==> config.mk <==
export PLATFORM = sky130hd
export DESIGN_NAME = clk_lock_rst_seq
export DESIGN_NICKNAME = d
export VERILOG_FILES = /design/src/rtl/clk_rst_pkg.sv /design/src/rtl/lock_sync.sv /design/src/rtl/clk_lock_rst_seq.sv
export SDC_FILE = /design/constraint.sdc
export NUM_CORES = 1
export LEC_CHECK = 0
export ABC_AREA = 1
export CAP_MARGIN = 15
export CELL_PAD_IN_SITES_DETAIL_PLACEMENT = 0
export CELL_PAD_IN_SITES_GLOBAL_PLACEMENT = 1
export CORE_ASPECT_RATIO = 0.75
export CORE_MARGIN = 3
export CORE_UTILIZATION = 43
export DETAILED_ROUTE_END_ITERATION = 8
export PLACE_DENSITY = 0.78
export RECOVER_POWER = 25
export SYNTH_ARGS = -nofsm -noshare
export SYNTH_HDL_FRONTEND = slang
export SYNTH_SLANG_ARGS = --single-unit
==> constraint.sdc <==
create_clock -name clk -period 1.95 [get_ports clk]
set_input_delay 0.195 -clock clk [delete_from_list [all_inputs] [get_ports clk]]
set_output_delay 0.195 -clock clk [all_outputs]
set_load 0.02 [all_outputs]
==> src/rtl/clk_rst_pkg.sv <==
// Shared state encoding, default sizing and a constant-width helper for the lock/reset sequencer.
package clk_rst_pkg;

  typedef enum logic [2:0] {
    RST_MMCM  = 3'd0,
    WAIT_LOCK = 3'd1,
    STABLE    = 3'd2,
    RELEASE   = 3'd3,
    RUN       = 3'd4
  } state_e;

  localparam int DEF_N_LOCK           = 3;
  localparam int DEF_SYNC_STAGES      = 2;
  localparam int DEF_MMCM_RST_CYC     = 8;
  localparam int DEF_LOCK_STABLE_CYC  = 1024;
  localparam int DEF_STAGE_GAP_CYC    = 16;
  localparam int DEF_LOCK_TIMEOUT_CYC = 1000000;
  localparam int DEF_CNT_W            = 8;

  // Bits needed to hold 0..value-1; never narrower than one bit.
  function automatic int clog2_f(input int value);
    int r;
    int v;
    r = 0;
    v = value - 1;
    while (v > 0) begin
      r++;
      v = v >> 1;
    end
    return (r < 1) ? 1 : r;
  endfunction

endpackage

==> src/rtl/lock_sync.sv <==
// Multi-flop synchronizer for the asynchronous MMCM locked flags.
// Latency STAGES cycles, no backpressure; clears to 0 on reset.
module lock_sync #(
  parameter int WIDTH  = 3,
  parameter int STAGES = 2
) (
  input  logic             clk,
  input  logic             rstn,
  input  logic [WIDTH-1:0] async_i,
  output logic [WIDTH-1:0] sync_o
);

  (* ASYNC_REG = "TRUE" *) logic [STAGES-1:0][WIDTH-1:0] sync_q;

  always_ff @(posedge clk or negedge rstn) begin
    if (!rstn) begin
      sync_q <= '0;
    end else begin
      sync_q <= {sync_q[STAGES-2:0], async_i};
    end
  end

  assign sync_o = sync_q[STAGES-1];

endmodule

==> src/rtl/clk_lock_rst_seq.sv <==
// Sequences MMCM reset, waits for stable lock, then releases per-domain resets in order.
// All outputs registered; lock loss drops every domain on the next edge and re-arms without an MMCM reset.
module clk_lock_rst_seq
  import clk_rst_pkg::*;
#(
  parameter int N_LOCK           = DEF_N_LOCK,
  parameter int SYNC_STAGES      = DEF_SYNC_STAGES,
  parameter int MMCM_RST_CYC     = DEF_MMCM_RST_CYC,
  parameter int LOCK_STABLE_CYC  = DEF_LOCK_STABLE_CYC,
  parameter int STAGE_GAP_CYC    = DEF_STAGE_GAP_CYC,
  parameter int LOCK_TIMEOUT_CYC = DEF_LOCK_TIMEOUT_CYC,
  parameter int CNT_W            = DEF_CNT_W
) (
  input  logic              clk,
  input  logic              rstn,
  input  logic [N_LOCK-1:0] locked_in,
  input  logic              soft_rst_req,
  output logic              mmcm_rst,
  output logic [N_LOCK-1:0] stage_rstn,
  output logic              all_ready,
  output logic [2:0]        state_o,
  output logic [CNT_W-1:0]  lock_loss_cnt,
  output logic              timeout_flag
);

  localparam int MAX_AB  = (MMCM_RST_CYC > LOCK_STABLE_CYC) ? MMCM_RST_CYC : LOCK_STABLE_CYC;
  localparam int MAX_CD  = (STAGE_GAP_CYC > LOCK_TIMEOUT_CYC) ? STAGE_GAP_CYC : LOCK_TIMEOUT_CYC;
  localparam int CW      = clog2_f((MAX_AB > MAX_CD) ? MAX_AB : MAX_CD);
  localparam int IW      = clog2_f(N_LOCK);

  localparam logic [CW-1:0]     RST_LAST = CW'(MMCM_RST_CYC - 1);
  localparam logic [CW-1:0]     STB_LAST = CW'(LOCK_STABLE_CYC - 1);
  localparam logic [CW-1:0]     GAP_LAST = CW'(STAGE_GAP_CYC - 1);
  localparam logic [CW-1:0]     TMO_LAST = CW'(LOCK_TIMEOUT_CYC - 1);
  localparam logic [IW-1:0]     PEN_IDX  = IW'(N_LOCK - 2);
  localparam logic [N_LOCK-1:0] ONE      = N_LOCK'(1);

  logic [N_LOCK-1:0] lk_s;
  logic              all_lk;

  state_e            state_q, state_d;
  logic [CW-1:0]     cnt_q, cnt_d;
  logic [IW-1:0]     idx_q, idx_d;
  logic              mmcm_rst_q, mmcm_rst_d;
  logic [N_LOCK-1:0] stage_q, stage_d;
  logic              ready_q, ready_d;
  logic [CNT_W-1:0]  loss_q, loss_d;
  logic              tmo_q, tmo_d;

  lock_sync #(
    .WIDTH  (N_LOCK),
    .STAGES (SYNC_STAGES)
  ) u_lock_sync (
    .clk     (clk),
    .rstn    (rstn),
    .async_i (locked_in),
    .sync_o  (lk_s)
  );

  assign all_lk = &lk_s;

  always_ff @(posedge clk or negedge rstn) begin
    if (!rstn) begin
      state_q    <= RST_MMCM;
      cnt_q      <= '0;
      idx_q      <= '0;
      mmcm_rst_q <= 1'b1;
      stage_q    <= '0;
      ready_q    <= 1'b0;
      loss_q     <= '0;
      tmo_q      <= 1'b0;
    end else begin
      state_q    <= state_d;
      cnt_q      <= cnt_d;
      idx_q      <= idx_d;
      mmcm_rst_q <= mmcm_rst_d;
      stage_q    <= stage_d;
      ready_q    <= ready_d;
      loss_q     <= loss_d;
      tmo_q      <= tmo_d;
    end
  end

  always_comb begin
    state_d = state_q;
    unique case (state_q)
      RST_MMCM:  if (cnt_q == RST_LAST) state_d = WAIT_LOCK;
      WAIT_LOCK: begin
        if (all_lk)                 state_d = STABLE;
        else if (cnt_q == TMO_LAST) state_d = RST_MMCM;
      end
      STABLE: begin
        if (!all_lk)                state_d = WAIT_LOCK;
        else if (cnt_q == STB_LAST) state_d = RELEASE;
      end
      RELEASE: begin
        if (!all_lk)                                     state_d = WAIT_LOCK;
        else if (cnt_q == GAP_LAST && idx_q == PEN_IDX)  state_d = RUN;
      end
      RUN:     if (!all_lk) state_d = WAIT_LOCK;
      default: state_d = RST_MMCM;
    endcase
    // Restart outranks lock loss, so loss is never counted on a restart cycle.
    if (soft_rst_req && state_q != RST_MMCM) state_d = RST_MMCM;
  end

  always_comb begin
    cnt_d      = cnt_q;
    idx_d      = idx_q;
    stage_d    = stage_q;
    loss_d     = loss_q;
    tmo_d      = tmo_q;
    mmcm_rst_d = (state_d == RST_MMCM);
    ready_d    = (state_d == RUN);

    if (state_d != state_q || (state_q == RELEASE && cnt_q == GAP_LAST)) cnt_d = '0;
    else if (state_q != RUN)                                            cnt_d = cnt_q + CW'(1);

    if (state_d == RST_MMCM || state_d == WAIT_LOCK) begin
      stage_d = '0;
    end else if (state_q == STABLE && state_d == RELEASE) begin
      stage_d = ONE;
      idx_d   = '0;
    end else if (state_q == RELEASE && cnt_q == GAP_LAST) begin
      stage_d = stage_q | (ONE << (idx_q + IW'(1)));
      idx_d   = idx_q + IW'(1);
    end

    if ((state_q == RELEASE || state_q == RUN) && state_d == WAIT_LOCK && loss_q != '1)
      loss_d = loss_q + CNT_W'(1);

    if (state_q == WAIT_LOCK && !all_lk && cnt_q == TMO_LAST) tmo_d = 1'b1;
  end

  assign mmcm_rst      = mmcm_rst_q;
  assign stage_rstn    = stage_q;
  assign all_ready     = ready_q;
  assign state_o       = state_q;
  assign lock_loss_cnt = loss_q;
  assign timeout_flag  = tmo_q;

endmodule
==> out/results.txt, run 1 <==
status: complete, no violations
Clock Pin Slew Worst Setup and Hold Paths: 0.09 ns
Rel. slew slack: 0.4959
core area: 5886 um^2
clock latency on the worst-skew pair: 0.30 ns
Routed Antenna Nets: 0
die span in x: 96.69 um
antenna cells: 0
delay-heaviest family, CP: simple AND/OR/NAND/NOR gates
flops & latches, synth: 45
overall routing resource usage: 0.1784
Worst setup startpoint: cnt_q[1]
setup TNS: 0 ns
cells after synthesis: 322
Worst Tran Pin Value: 0.7562 ns
drt initial violations: 186
Final period util: 0.9893
top fanout value on the critical path: 7
vias: 2,237
first-pass GRT wire length: 10,210 um
Setup crit end kind: register
synthesis-to-finish area growth: 31.04%
hpwl dp: 4538 um
pwr/cell area: 849.7 nW/um^2
Worst EP required: 2.14 ns
maximum vdd drop: 0.6327 mV
DRT Pass-1 Iters: 4
placed cell area: 3161 um^2
row cnt: 24
Die ar.: 7157 um^2
final hold vios: 0
Placed Cells: 444
ranking of synthesized cells by area: dfrtp_1 42%, nand2_1 9.8%, xor2_1 5.9%
I/O pins: 23
Hold Startpoint: u_lock_sync.sync_q[0]
critical path class: register to register
critical path's largest stage delay: 0.43 ns
Final min period: 1.929 ns
post-synth top area cell: dfrtp_1
fmax: 518.4 MHz
CTS Sinks: 45
CTS tree: built
clock buffer depth: 2
CP startpoint kind: register
final core utilization: 0.5906
final setup margin: 0.02082 ns
fin nets: 393
initial antenna violation count: 0
drt total wl: 6217 um
data arrival time of the worst path: 2.12 ns
Port Buffers: 22
die span in y: 74.02 um
Initial Utilization: 0.4507
clock root buffer: clkbuf_8
top cell type's share of synthesized area: 0.4151
Worst R2R Setup Slack: 0.02 ns
Setup Skew: 0.007044 ns
Syn Area/Cell: 8.238 um^2
Routed WL per cell: 13.49 um
H-tree levels: 2
DRC: 0
Max Cap Viol: 0
cts bufs inserted: 5
ratio of cells with drive above 1 in the final layout: 0.3107
Final Max Slew Viols: 0
RSZ-0062 raised after global routing: true
Ys Warns: 0
crit-path cells: ha_4 > nand2_4 > nor3_4 > buf_4 > nand3_2 > nand2_2 > nand2_2 > nand3_4 > nand3_4 > buf_4 > o21ai_0 > nand2_1
launch point of the worst reg-to-reg path: cnt_q[1]
finished layout cell area: 3476 um^2
Yosys cell types: 35
Hold Crit Class: register to register
syn nets: 333
Buf/Inv on CP: 2
synthesized area: 2653 um^2
met3 Track Usage GR: 0.04030
P_leak: 1.678 nW
Critical Path Slowest Stage Cell: dfrtp_1
# setup viols final: 0
RePlAce Congestion: 0.8936
vias per cell: 4.852
largest net degree at the start of global routing: 30
M2 GR Usage: 0.2431
pre-CTS setup slack: 0.006619 ns
Cell Count, Final, Fillers Out: 461
gr ovfl total: 0
sequential area share after synthesis: 0.4250
vias in the first global route: 2,123
M1 GR Usage: 0.2803
grt peak-use layer: met1
-- final timing paths --
check,to,cells past startpoint
hold / removal,u_lock_sync.sync_o[0],0
min in group asynchronous,cnt_q[17],2
setup / recovery,lock_loss_cnt[0],12
max in group asynchronous,cnt_q[4],3
hold reg to reg,u_lock_sync.sync_o[0],0
setup reg to reg,lock_loss_cnt[0],12
-- power breakdown --
part	internal (mW)	switching, mW	leakage, nW
registers	1.01	0.0772	0.599
logic	0.522	0.626	1.02
clock network	0.384	0.337	0.0543
total	1.91	1.04	1.68
-- state kept, by name, summed over array words and instances, names as in the netlist --
signal	flops
all_ready	1
cnt_q	20
idx_q	2
lock_loss_cnt	8
mmcm_rst	1
stage_rstn	3
state_o	3
timeout_flag	1
u_lock_sync.sync_o	3
u_lock_sync.sync_q	3
-- cell type report --
type / count / area (um^2)
clock inverters: 3 / 46.29
multi-input cells: 233 / 1445
well taps: 78 / 97.59
clock buffers: 5 / 68.82
flip-flops and latches: 45 / 1132
fillers: 540 / 2410
inverters: 40 / 150.1
repair buffers: 57 / 535.5
-- worst reg2reg max path, cell delays in order, from the launching register on --
cell and delay (ns):
dfrtp_1 0.43, ha_4 0.19, nand2_4 0.06, nor3_4 0.15
buf_4 0.15, nand3_2 0.08, nand2_2 0.07, nand2_2 0.07
nand3_4 0.10, nand3_4 0.15, buf_4 0.17, o21ai_0 0.14
nand2_1 0.07
-- kinds of logic after synthesis --
logic type                 after synthesis  share of synthesized area
adders and majority gates                5                    0.02358
buffers and inverters                   44                    0.07075
muxes                                    1                   0.003774
DFF                                     45                     0.4250
xor gates and xnor gates                22                    0.07264
and+or+nand+nor                        187                     0.3627
AOI/OAI and AO/OA                       18                    0.04151
-- Yosys cell counts, drive strengths merged --
library cell	number
o22ai	1
a31oi	1
or2	2
clkbuf	1
o21ai	12
a21oi	2
nand3	25
nor4	1
xor2	18
dfstp	1
mux2i	1
a31o	1
inv	40
xnor2	4
nor2	55
nor3	13
dfrtp	44
nand4	12
ha	5
buf	3
o31ai	1
nand2	79
-- routing by layer --
metal	wire length [um]	vias up
met1	3461	1040
li1	-	1146
met3	223	4
met2	2482	47
met5	0	-
met4	50	0
-- cells in the final DEF (no fill, tap or decap), types with 4 or more instances in the layout --
cell and instances:
ha_1 4, nand3_1 18, nor2_4 8, xnor2_1 4, nor2_2 22, o21ai_1 7
dlygate4sd3_1 4, xor2_1 18, nand2_4 6, clkdlybuf4s50_1 18, nand2_2 10, nor2_1 25
buf_4 30, nor3_1 10, nand3_2 4, inv_2 7, nand2_1 63, dfrtp_1 40
dfrtp_2 4, nand4_1 11, clkbuf_8 5, inv_1 33
-- stage by stage --
step	total power [mW]	hold WS (ns)
after floorplan	1.661	-0.1006
after global placement	1.957	0.2650
after detailed placement	1.972	0.2800
after CTS	2.710	0.3143
after global routing	3.105	0.3639
final	2.953	0.3549
-- what timing repair did --
item                                    in CTS  in global routing
hold endpoints to repair                    26                  0
hold buffers                                 1                  0
pin swaps                                    0                 24
endpoints found under the setup margin       9                 33
buffers inserted                             0                  7
gates cloned                                 0                  1
resized for setup                            1                 35
(Power assumes the default switching activity.)
==> run 2, diff against run 1 <==
--- a/config.mk
+++ b/config.mk
@@ -13,6 +13,7 @@
 export CORE_MARGIN = 3
 export CORE_UTILIZATION = 43
 export DETAILED_ROUTE_END_ITERATION = 8
+export MAX_ROUTING_LAYER = met4
 export PLACE_DENSITY = 0.78
 export RECOVER_POWER = 25
 export SYNTH_ARGS = -nofsm -noshare
==> out/results.txt, run 2 (synthesized netlist as in run 1, its figures left out) <==
status: complete, no violations
data arrival time of the worst path: 2.12 ns (about the same)
core area: 5886 um^2 (unchanged)
vias: 2,219 (-0.80%)
H-tree levels: 2 (unchanged)
Hold Crit Class: register to register
Seq pwr share: 0.367 (about the same)
Routed WL per cell: 13.44 um (-0.35%)
row cnt: 24 (unchanged)
clock buffer depth: 2 (unchanged)
fin nets: 393 (unchanged)
pwr/cell area: 849.5 nW/um^2 (about the same)
top fanout value on the critical path: 7 (unchanged)
Port Buffers: 22 (unchanged)
Max Cap Viol: 0 (unchanged)
# setup viols final: 0 (unchanged)
RePlAce Congestion: 0.9087 (+1.7%)
overall power: 2.953 mW (about the same)
Worst Tran Pin Value: 0.7557 ns (-0.0005029 ns)
final hold vios: 0 (unchanged)
internal cell power: 1.913 mW (about the same)
most common cell after layout, fill and taps aside: nand2_1
power share of the clock group: 0.244 (about the same)
drt total wl: 6195 um (-0.35%)
Logic pwr share: 0.388 (about the same)
Worst EP required: 2.14 ns (about the same)
synthesis-to-finish area growth: 31.04% (unchanged)
DRT Pass-1 Iters: 4 (unchanged)
switching power: 1.040 mW (about the same)
crit-path cells: ha_4 > nand2_4 > nor3_4 > buf_4 > nand3_2 > nand2_2 > nand2_2 > nand3_4 > nand3_4 > buf_4 > o21ai_0 > nand2_1
vias per cell: 4.813 (-0.80%)
Placed Cells: 444 (unchanged)
Routed Antenna Nets: 0 (unchanged)
final core utilization: 0.5906 (unchanged)
DRC: 0 (unchanged)
clock latency on the worst-skew pair: 0.30 ns (about the same)
Final Max Slew Viols: 0 (unchanged)
die span in y: 74.02 um (unchanged)
drt initial violations: 165 (-11%)
CP startpoint kind: register
first-pass GRT wire length: 10,200 um (-0.14%)
overall routing resource usage: 0.1837 (+0.005266)
I/O pins: 23 (unchanged)
Cell Count, Final, Fillers Out: 461 (unchanged)
Final period util: 0.9883 (-0.001047)
antenna cells: 0 (unchanged)
Die ar.: 7157 um^2 (unchanged)
CTS Sinks: 45 (unchanged)
initial antenna violation count: 0 (unchanged)
CTS tree: built
RSZ-0062 raised after global routing: true
pre-CTS setup slack: 0.006619 ns (unchanged)
cts bufs inserted: 5 (unchanged)
Setup Skew: 0.006928 ns (-0.0001159 ns)
critical path's largest stage delay: 0.43 ns (about the same)
Clock Pin Slew Worst Setup and Hold Paths: 0.09 ns (about the same)
sw frac: 0.3521 (about the same)
final setup margin: 0.02286 ns (+0.002043 ns)
hpwl dp: 4538 um (unchanged)
clock root buffer: clkbuf_8
critical path class: register to register
max reg flops: 20 (unchanged)
vias in the first global route: 2,126 (+0.14%)
Top reg by flops: cnt_q
Final min period: 1.927 ns (-0.002043 ns)
P_leak: 1.678 nW (unchanged)
maximum vdd drop: 0.6327 mV (about the same)
most frequent cells in the layout: 63 x nand2_1, 40 x dfrtp_1, 33 x inv_1
die span in x: 96.69 um (unchanged)
ratio of cells with drive above 1 in the final layout: 0.3107 (unchanged)
fmax: 518.9 MHz (+0.11%)
Setup crit end kind: register
Rel. slew slack: 0.4962 (about the same)
gr ovfl total: 0 (unchanged)
Critical Path Slowest Stage Cell: dfrtp_1
Initial Utilization: 0.4507 (unchanged)
largest net degree at the start of global routing: 30 (unchanged)
-- run 2: cell counts in the layout (fill, tap and decap cells not counted) --
Identical to the previous run, type by type.
-- run 2: per-layer routing --
metal  GRT usage  vias to the layer above  share of wire
met4     0.04984                        0         0.0079
li1            -                     1146              -
met2      0.2439                       43           0.40
met5           -                        -              0
met3     0.03936                        4          0.033
met1      0.2786                     1026           0.56
-- run 2: area by class of cell --
class | instances | area [um^2]
inverters | 40 | 150.1
repair buffers | 57 | 535.5
well taps | 78 | 97.59
flip-flops and latches | 45 | 1132
clock inverters | 3 | 46.29
multi-input cells | 233 | 1445
fillers | 540 | 2410
clock buffers | 5 | 68.82
-- run 2: power by group through the flow --
stage | registers [mW] | clock network [mW] | logic [mW]
floorplan | 1.11 | 0 | 0.555
detailed placement | 1.08 | 0 | 0.889
finish | 1.08 | 0.721 | 1.15
global placement | 1.08 | 0 | 0.880
global route | 1.09 | 0.783 | 1.23
CTS | 1.07 | 0.743 | 0.900
-- run 2: path summary, 6_finish.rpt --
path	slack (ns)	startpoint	to	cells past startpoint
max	0.02	cnt_q[1]	lock_loss_cnt[0]	12
min	0.35	u_lock_sync.sync_q[0]	u_lock_sync.sync_o[0]	0
max reg2reg	0.02	cnt_q[1]	lock_loss_cnt[0]	12
min reg2reg	0.35	u_lock_sync.sync_q[0]	u_lock_sync.sync_o[0]	0
max in group asynchronous	0.78	rstn	cnt_q[4]	3
min in group asynchronous	0.49	rstn	cnt_q[17]	2
-- run 2: repair_timing --
action	CTS	global route
hold buffers	1	0
endpoints found under the setup margin	9	33
cloned	0	1
setup buffers	0	7
endpoints found under the hold margin	26	0
gates resized for setup	1	35
pin swaps	0	24
-- run 2: per-stage QoR --
stage | area [um^2] | hold WS, ns | TNS, ns
after CTS | 3288 | 0.3143 | 0
after global routing | 3476 | 0.3639 | -1.372
after floorplan | 2653 | -0.1006 | 0
final | 3476 | 0.3549 | 0
after global placement | 3161 | 0.2650 | 0
after detailed placement | 3161 | 0.2800 | 0
-- run 2: worst max-delay path, delay by kind of cell (launching register included) --
family                     cells  cell delay (ns)
and+or+nand+nor                8             0.72
DFF                            1             0.43
adders and majority gates      1             0.19
buffers and inverters          2             0.32
AOI/OAI and AO/OA              1             0.14
==> run 3, diff against run 2 <==
--- a/config.mk
+++ b/config.mk
@@ -6,7 +6,6 @@
 export NUM_CORES = 1
 export LEC_CHECK = 0
 export ABC_AREA = 1
-export CAP_MARGIN = 15
 export CELL_PAD_IN_SITES_DETAIL_PLACEMENT = 0
 export CELL_PAD_IN_SITES_GLOBAL_PLACEMENT = 1
 export CORE_ASPECT_RATIO = 0.75
==> results of run 3 <==
The final DEF is identical to that of run 2; final timing and power are the same.
